[src/rtl/sprite_blitter.sv]
`default_nettype none
// ============================================================================
//  Module   : sprite_blitter
//  Purpose  : Walks a SPR_W x SPR_H sprite ROM in row-major order and emits one
//             framebuffer write per clock. Off-screen pixels are clipped.
//             Background pixels can optionally be made transparent.
//  Revision : 1.0 - initial release
// ============================================================================
module sprite_blitter #(
  parameter int SPR_W       = 40,
  parameter int SPR_H       = 40,
  parameter int SCR_W       = 160,
  parameter int SCR_H       = 120,
  parameter int X_BITS      = 8,
  parameter int Y_BITS      = 7,
  parameter int COLOUR_BITS = 3,
  parameter int SEL_BITS    = 2,
  parameter int A_BITS      = $clog2(SPR_W * SPR_H)
) (
  input  logic                   CLOCK_50,
  input  logic                   reset_n,
  input  logic                   start,
  input  logic [SEL_BITS-1:0]    sel,
  input  logic [X_BITS-1:0]      x0,
  input  logic [Y_BITS-1:0]      y0,
  input  logic [COLOUR_BITS-1:0] fg_colour,
  input  logic [COLOUR_BITS-1:0] bg_colour,
  input  logic                   transparent,
  output logic [SEL_BITS-1:0]    rom_sel,
  output logic [A_BITS-1:0]      rom_addr,
  input  logic                   rom_q,
  output logic [X_BITS-1:0]      x,
  output logic [Y_BITS-1:0]      y,
  output logic [COLOUR_BITS-1:0] colour,
  output logic                   plot,
  output logic                   busy,
  output logic                   done
);

  localparam int I_BITS = (SPR_W > 1) ? $clog2(SPR_W) : 1;
  localparam int J_BITS = (SPR_H > 1) ? $clog2(SPR_H) : 1;
  localparam logic [A_BITS-1:0] c_last_addr = A_BITS'(SPR_W * SPR_H - 1);
  localparam logic [I_BITS-1:0] c_last_i    = I_BITS'(SPR_W - 1);

  typedef enum logic [1:0] {
    IDLE  = 2'd0,
    SCAN  = 2'd1,
    FLUSH = 2'd2,
    FIN   = 2'd3
  } state_t;

  state_t                   state_q, state_d;
  logic [I_BITS-1:0]        i_q, i_d;
  logic [J_BITS-1:0]        j_q, j_d;
  logic [A_BITS-1:0]        addr_q, addr_d;
  logic                     w_accept;

  // Draw parameters captured at acceptance and held for the whole sprite
  logic [SEL_BITS-1:0]      sel_q;
  logic [X_BITS-1:0]        x0_q;
  logic [Y_BITS-1:0]        y0_q;
  logic [COLOUR_BITS-1:0]   fg_q, bg_q;
  logic                     transp_q;

  // Pixel stage: coordinates of the address issued one cycle earlier
  logic                     pv_q;
  logic [X_BITS:0]          sx_q;
  logic [Y_BITS:0]          sy_q;
  logic                     w_clip;

  // State and scan counters
  always_ff @(posedge CLOCK_50 or negedge reset_n) begin
    if (!reset_n) begin
      state_q <= IDLE;
      i_q     <= '0;
      j_q     <= '0;
      addr_q  <= '0;
    end else begin
      state_q <= state_d;
      i_q     <= i_d;
      j_q     <= j_d;
      addr_q  <= addr_d;
    end
  end

  // Next-state and counter stepping; the last address holds the counters
  always_comb begin
    state_d  = state_q;
    i_d      = i_q;
    j_d      = j_q;
    addr_d   = addr_q;
    w_accept = 1'b0;
    case (state_q)
      IDLE: begin
        if (start) begin
          w_accept = 1'b1;
          state_d  = SCAN;
          i_d      = '0;
          j_d      = '0;
          addr_d   = '0;
        end
      end
      SCAN: begin
        if (addr_q == c_last_addr) begin
          state_d = FLUSH;
        end else begin
          addr_d = addr_q + A_BITS'(1);
          if (i_q == c_last_i) begin
            i_d = '0;
            j_d = j_q + J_BITS'(1);
          end else begin
            i_d = i_q + I_BITS'(1);
          end
        end
      end
      FLUSH:   state_d = FIN;
      FIN:     state_d = IDLE;
      default: state_d = IDLE;
    endcase
  end

  // Latch the draw request so later input changes cannot disturb it
  always_ff @(posedge CLOCK_50 or negedge reset_n) begin
    if (!reset_n) begin
      sel_q    <= '0;
      x0_q     <= '0;
      y0_q     <= '0;
      fg_q     <= '0;
      bg_q     <= '0;
      transp_q <= 1'b0;
    end else if (w_accept) begin
      sel_q    <= sel;
      x0_q     <= x0;
      y0_q     <= y0;
      fg_q     <= fg_colour;
      bg_q     <= bg_colour;
      transp_q <= transparent;
    end
  end

  // Align screen coordinates with the ROM data that arrives a cycle later;
  // one extra bit keeps the sum from wrapping so clipping sees the true value
  always_ff @(posedge CLOCK_50 or negedge reset_n) begin
    if (!reset_n) begin
      pv_q <= 1'b0;
      sx_q <= '0;
      sy_q <= '0;
    end else begin
      pv_q <= (state_q == SCAN);
      sx_q <= {1'b0, x0_q} + (X_BITS+1)'(i_q);
      sy_q <= {1'b0, y0_q} + (Y_BITS+1)'(j_q);
    end
  end

  // Output decode: clipping, transparency and colour select
  always_comb begin
    w_clip   = (sx_q >= (X_BITS+1)'(SCR_W)) || (sy_q >= (Y_BITS+1)'(SCR_H));
    x        = sx_q[X_BITS-1:0];
    y        = sy_q[Y_BITS-1:0];
    colour   = pv_q ? (rom_q ? bg_q : fg_q) : '0;
    plot     = pv_q & ~w_clip & ~(transp_q & rom_q);
    rom_addr = addr_q;
    rom_sel  = sel_q;
    busy     = (state_q != IDLE);
    done     = (state_q == FIN);
  end

endmodule
`default_nettype wire

[config.mk]
export PLATFORM = sky130hd
export DESIGN_NAME = sprite_blitter
export DESIGN_NICKNAME = d
export VERILOG_FILES = /design/src/rtl/sprite_blitter.sv
export SDC_FILE = /design/constraint.sdc
export NUM_CORES = 1
export LEC_CHECK = 0
export ABC_AREA = 1
export BUFFER_PORTS_ARGS = -buffer_cell sky130_fd_sc_hd__clkbuf_2
export CAP_MARGIN = 20
export CORE_MARGIN = 2
export CORE_UTILIZATION = 33
export DETAILED_ROUTE_END_ITERATION = 6
export GPL_TIMING_DRIVEN = 0
export PLACE_DENSITY = 0.5
export SLEW_MARGIN = 0
export SYNTH_ARGS = -nofsm -noshare
export SYNTH_HDL_FRONTEND = slang
export SYNTH_SLANG_ARGS = --single-unit
[constraint.sdc]
create_clock -name CLOCK_50 -period 4 [get_ports CLOCK_50]
set_input_delay 0.4 -clock CLOCK_50 [delete_from_list [all_inputs] [get_ports CLOCK_50]]
set_output_delay 0.4 -clock CLOCK_50 [all_outputs]
set_load 0.01 [all_outputs]
==> reports/qor.txt, run 1 <==
Status: complete, no violations
All-Layer GR Usage: 0.140
Initial DRT Pass Iterations: 4
# clock sinks: 67
WL final: 7520 um
Yosys reg bits: 67
CTS tree: done
Hpwl dp: 5620 um
DRT antenna net count: 0
Worst EP arrival: 2250 ps
Antenna fix cells: 0
Post-layout min period: 2020 ps
Slew HR: 0.659
Placer Congestion: 0.818
Die Y-Extent: 108 um
Worst hold path depth: 2
Antenna violations before repair: 0
CTS Buf Count: 9
Vias per cell: 4.53
Total setup buffers inserted after CTS: 0
Clk buf depth: 2
H-Tree Depth: 3
P_sw: 1080 uW
Final Hold Slack: 264 ps
Post-CTS sizing: 0
GRT overflow: 0
Sequential power share: 0.376
Starting Density: 0.343
Crit start category: register
Critical Path Fanout Max: 10
Largest net degree at the start of global routing: 44
Final Skew: 10.9 ps
IO Port Bufs: 61
Final setup TNS: 0 ps
Sw frac: 0.373
Tcrit/Tclk final: 0.506
Mean post-synth cell area: 9.04 um^2
Fin. Hold Viols: 0
Clock root cell: clkbuf_8
Clock transition at path regs: 80 ps
First-pass GRT wire length: 12700 um
HP Start: sel[0]
Tightest Hold Check Type: in -> reg
Most frequent cells in the layout: 88 x nand2_1, 67 x dfrtp_1, 60 x clkbuf_2
P_leak: 0.00218 uW
Leading cell type in the layout, fill and taps excluded: nand2_1
M1 GR Usage: 0.176
RSZ-0062 raised after global routing: no
R2R depth: 6
Fin nets: 519
Max Slew Vio Count: 0
Tot Pwr: 2890 uW
Worst IR Drop VDD: 0.262 mV
Fraction of layout cells with a size suffix above 1: 0.253
Synth unique cells: 32
CP required: 4230 ps
Core ar.: 10400 um^2
Register-to-register setup slack: 1980 ps
Post-Syn Area: 3570 um^2
FF-to-FF End: x0_q[3]
Critical path class: reg -> reg
Final setup vio count: 0
Yosys warns: 0
Combinational fraction of design power: 0.403
Filler cells: 1060
Number of remaining DRC errors: 0
Hold EP: rom_sel[0]
Met3 Track Usage GR: 0.0344
Synth-to-Final Area Change: 20.7%
Die ar.: 11700 um^2
Clock Power Share: 0.221
Final core utilization: 0.414
Mapped Cells: 395
Row count: 37
Busiest layer in global routing: met2
Worst-Skew Late Latency: 350 ps
Vias: 2763
Max Cap Viol: 0
Crit path capture type: register
Reg2reg start: state_q[0]
Initial drt markers: 73
Vias in the first global route: 2747
Post-Syn Nets: 445
Met2 global-route usage: 0.233
Sequential element share of the synthesized area: 0.470
Int Power: 1820 uW
Power Dens Cells: 671 nW/um^2
Die width: 108 um
Routed length per instance: 12.3 um
# IOs: 62
Fmax: 494 MHz
Worst-margin pin slew: 511 ps
## logic make-up after synthesis
group / count (synthesis) / synth area share
AND/OR/NAND/NOR: 166 / 0.201
flip-flops: 67 / 0.470
buffers and inverters: 60 / 0.0865
AO/OA/AOI/OAI: 50 / 0.0739
adder cells (fa/ha/maj): 22 / 0.0813
multiplexers: 20 / 0.0631
XOR/XNOR: 10 / 0.0245
## sequential cells by signal (all words and copies together) (netlist names), 2 cells and up
register,count
fg_q,3
i_q,6
sx_q,9
x0_q,8
bg_q,3
sy_q,8
rom_sel,2
state_q,2
j_q,6
y0_q,7
rom_addr,11
## per-stage QoR
stage	worst slack, ps	area, um^2	std cells
floorplan	2360	3570	395
global placement	1920	4050	592
detailed placement	1950	4080	593
CTS	1950	4310	610
global route	1820	4310	610
finish	1980	4310	610
## metal layers
| layer | wire length [um] | vias up | part of all wire |
|---|---|---|---|
| li1 | - | 1424 | - |
| met1 | 3520 | 1272 | 0.47 |
| met2 | 3530 | 54 | 0.47 |
| met3 | 344 | 13 | 0.046 |
| met4 | 123 | 0 | 0.016 |
| met5 | 0 | - | 0 |
## power by group through the flow
stage,Clock [uW],Sequential [uW],Combinational (uW)
5_1_grt,694,1120,1330
3_3_place_gp,0,1100,1170
3_5_place_dp,0,1110,1190
6_report,641,1090,1170
2_1_floorplan,0,1070,851
4_1_cts,670,1090,1200
## layout make-up
class                      count  area [um^2]  share of cell area
buffer                        23          170              0.0395
clock buffer                   9          124              0.0287
clock inverter                 7          101              0.0235
inverter                      37          139              0.0322
multi-input combinational    268         1590               0.368
sequential                    67         1680               0.389
tap                          136          170              0.0395
timing repair buffer          63          345              0.0801
## worst max path at each step
stage                          start      end  slack [ps]
after CTS                 state_q[0]  x0_q[2]        1950
after floorplan           state_q[0]  bg_q[2]        2360
after detailed placement  state_q[0]  y0_q[4]        1950
final                     state_q[0]  x0_q[3]        1980
after global routing      state_q[0]  x0_q[3]        1820
after global placement       reset_n  sy_q[1]        1920
## synthesized netlist by cell type
master,instances,share of area
o21ai_2,1,0.0025
inv_1,34,0.036
mux2_1,12,0.038
mux2_2,8,0.025
a31oi_1,1,0.0018
nand2_2,1,0.0018
nor2_1,36,0.038
o21ai_0,9,0.013
a21oi_1,14,0.020
nand2_1,88,0.093
a21o_1,1,0.0021
nand3b_1,2,0.0042
xnor2_1,2,0.0049
nand3_2,3,0.0084
inv_2,3,0.0032
buf_4,15,0.032
buf_6,3,0.0095
buf_2,4,0.0056
dfrtp_1,67,0.47
clkbuf_1,1,0.0011
or2_2,1,0.0018
xor2_1,8,0.020
nand4_1,6,0.011
o21bai_1,1,0.0021
nor2_4,1,0.0032
nand2_4,1,0.0032
o21ai_1,22,0.031
ha_1,20,0.070
fa_1,2,0.011
a31o_2,1,0.0025
nor3_1,3,0.0042
nand3_1,24,0.034
## worst max-delay path: stages, from the launching register on
cell and delay (ps):
dfrtp_1 400, inv_1 100, ha_1 250, nand2_1 130, buf_2 310, buf_2 350
mux2_1 360
## timing repair
action / CTS / global route
hold buffers: 1 / 0
endpoints found under the hold margin: 24 / 0
endpoints found under the setup margin: 0 / 0
(Power assumes the default switching activity.)
==> inputs of run 2 (changes only) <==
==> constraint.sdc (replaced) <==
create_clock -name CLOCK_50 -period 2.03 [get_ports CLOCK_50]
set_input_delay 0.203 -clock CLOCK_50 [delete_from_list [all_inputs] [get_ports CLOCK_50]]
set_output_delay 0.203 -clock CLOCK_50 [all_outputs]
set_load 0.01 [all_outputs]
==> reports/qor.txt, run 2 (synthesis gave the netlist of run 1 again) <==
Final Instance Count excl. Fillers: 610
Most frequent cells in the layout: 88 x nand2_1, 67 x dfrtp_1, 60 x clkbuf_2
CTS tree: done
Tightest Hold Check Type: in -> reg
HP Start: sel[0]
Die width: 108 um
Final setup TNS: 0 ps
RSZ-0062 raised after global routing: no
Vias per cell: 4.54
# clock sinks: 67
Sw frac: 0.372
CTS Buf Count: 9
Filler cells: 1057
Largest net degree at the start of global routing: 44
Post-place setup slack: -16.9 ps
Clock transition at path regs: 80 ps
Initial drt markers: 75
Fin. Hold Viols: 0
Critical Path Fanout Max: 10
Antenna fix cells: 0
DRT antenna net count: 0
Crit start category: register
Combinational fraction of design power: 0.404
Register area: 1680 um^2
# IOs: 62
All-Layer GR Usage: 0.140
Tcrit/Tclk final: 0.926
Hpwl dp: 5620 um
Vias in the first global route: 2747
IO Port Bufs: 61
Antenna violations before repair: 0
Max Slew Vio Count: 0
Die ar.: 11700 um^2
Max FFs per register: 11
CP required: 2250 ps
WL final: 7510 um
Fraction of layout cells with a size suffix above 1: 0.253
GRT overflow: 0
Number of remaining DRC errors: 0
H-Tree Depth: 3
Worst-margin pin slew: 503 ps
Initial DRT Pass Iterations: 4
Sequential power share: 0.375
Final Skew: 11.4 ps
Clock root cell: clkbuf_8
Fmax: 532 MHz
Reg2reg start: state_q[0]
Starting Density: 0.343
Critical path class: reg -> reg
Post-layout worst setup margin: 151 ps
Fin nets: 519
Routed length per instance: 12.3 um
Design Area, Final: 4320 um^2
Max Cap Viol: 0
Crit path capture type: register
Worst-Skew Late Latency: 350 ps
Vias: 2770
Power Dens Cells: 1320 nW/um^2
Worst IR Drop VDD: 0.516 mV
Post-layout min period: 1880 ps
Multi-input logic area: 1590 um^2
P_leak: 0.00219 uW
Die Y-Extent: 108 um
Slew HR: 0.664
Worst EP arrival: 2100 ps
Row count: 37
First-pass GRT wire length: 12700 um
Final setup vio count: 0
Int Power: 3590 uW
Placed cell areas: 4080 um^2
Core ar.: 10400 um^2
Crit. Startpoint: state_q[0]
P_sw: 2130 uW
Synth-to-Final Area Change: 21.0%
Leading cell type in the layout, fill and taps excluded: nand2_1
Clk buf depth: 2
Status: complete, no violations
Placer Congestion: 0.818
Clock Power Share: 0.221
Placed cell count: 593
==> run 2: cell count changes in the layout (fill, tap and decap cells not counted) <==
cell,change
o21ai_1,+1
o21ai_0,-1
buf_4,+1
buf_2,-3
clkbuf_4,+2
==> run 2: area by class of cell <==
type                       instances  area share
tap                              136      0.0394
sequential                        67       0.388
buffer                            23      0.0411
multi-input combinational        268       0.367
clock inverter                     7      0.0235
timing repair buffer              63      0.0800
clock buffer                       9      0.0287
inverter                          37      0.0322
==> run 2: power groups by stage <==
| stage | clock (uW) | sequential (uW) | combinational [uW] |
|---|---|---|---|
| after floorplan | 0 | 2100 | 1680 |
| after global placement | 0 | 2160 | 2310 |
| after detailed placement | 0 | 2180 | 2340 |
| after CTS | 1320 | 2150 | 2360 |
| after global routing | 1370 | 2220 | 2630 |
| final | 1270 | 2140 | 2310 |
==> run 2: layer usage <==
layer  GRT usage  share of wire  up-vias
met4      0.0522          0.013        0
met3      0.0344          0.043       10
met1       0.176           0.47     1287
met5           0              0        -
li1            -              -     1425
met2       0.233           0.47       48
==> run 2: final timing paths <==
| path | end | slack, ps | depth (start not counted) |
|---|---|---|---|
| min | rom_sel[0] | 70 | 2 |
| min in group asynchronous | x0_q[0] | 340 | 2 |
| max reg2reg | rom_sel[1] | 150 | 6 |
| max in group asynchronous | transp_q | 1150 | 3 |
| max | rom_sel[1] | 150 | 6 |
| min reg2reg | sy_q[6] | 470 | 1 |
==> run 2: through the flow <==
stage | power (uW) | hold WS [ps] | utilization
final | 5720 | 67.3 | 0.415
after global placement | 4470 | 417 | 0.388
after global routing | 6210 | 54.4 | 0.415
after detailed placement | 4520 | 191 | 0.391
after floorplan | 3780 | -92.6 | -
after CTS | 5830 | 39.1 | 0.414
==> run 2: what timing repair did <==
| action | 4_1_cts | 5_1_grt |
|---|---|---|
| hold buffers | 1 | 0 |
| setup buffers | 0 | 0 |
| gates resized for setup | 1 | 3 |
| endpoints found under the hold margin | 24 | 0 |
| endpoints found under the setup margin | 10 | 13 |
==> run 2: worst max-delay path: stages, from the launching register on <==
cell and delay (ps):
dfrtp_1 400, inv_1 100, ha_1 250, nand2_1 140
clkbuf_4 270, clkbuf_4 260, mux2_1 340
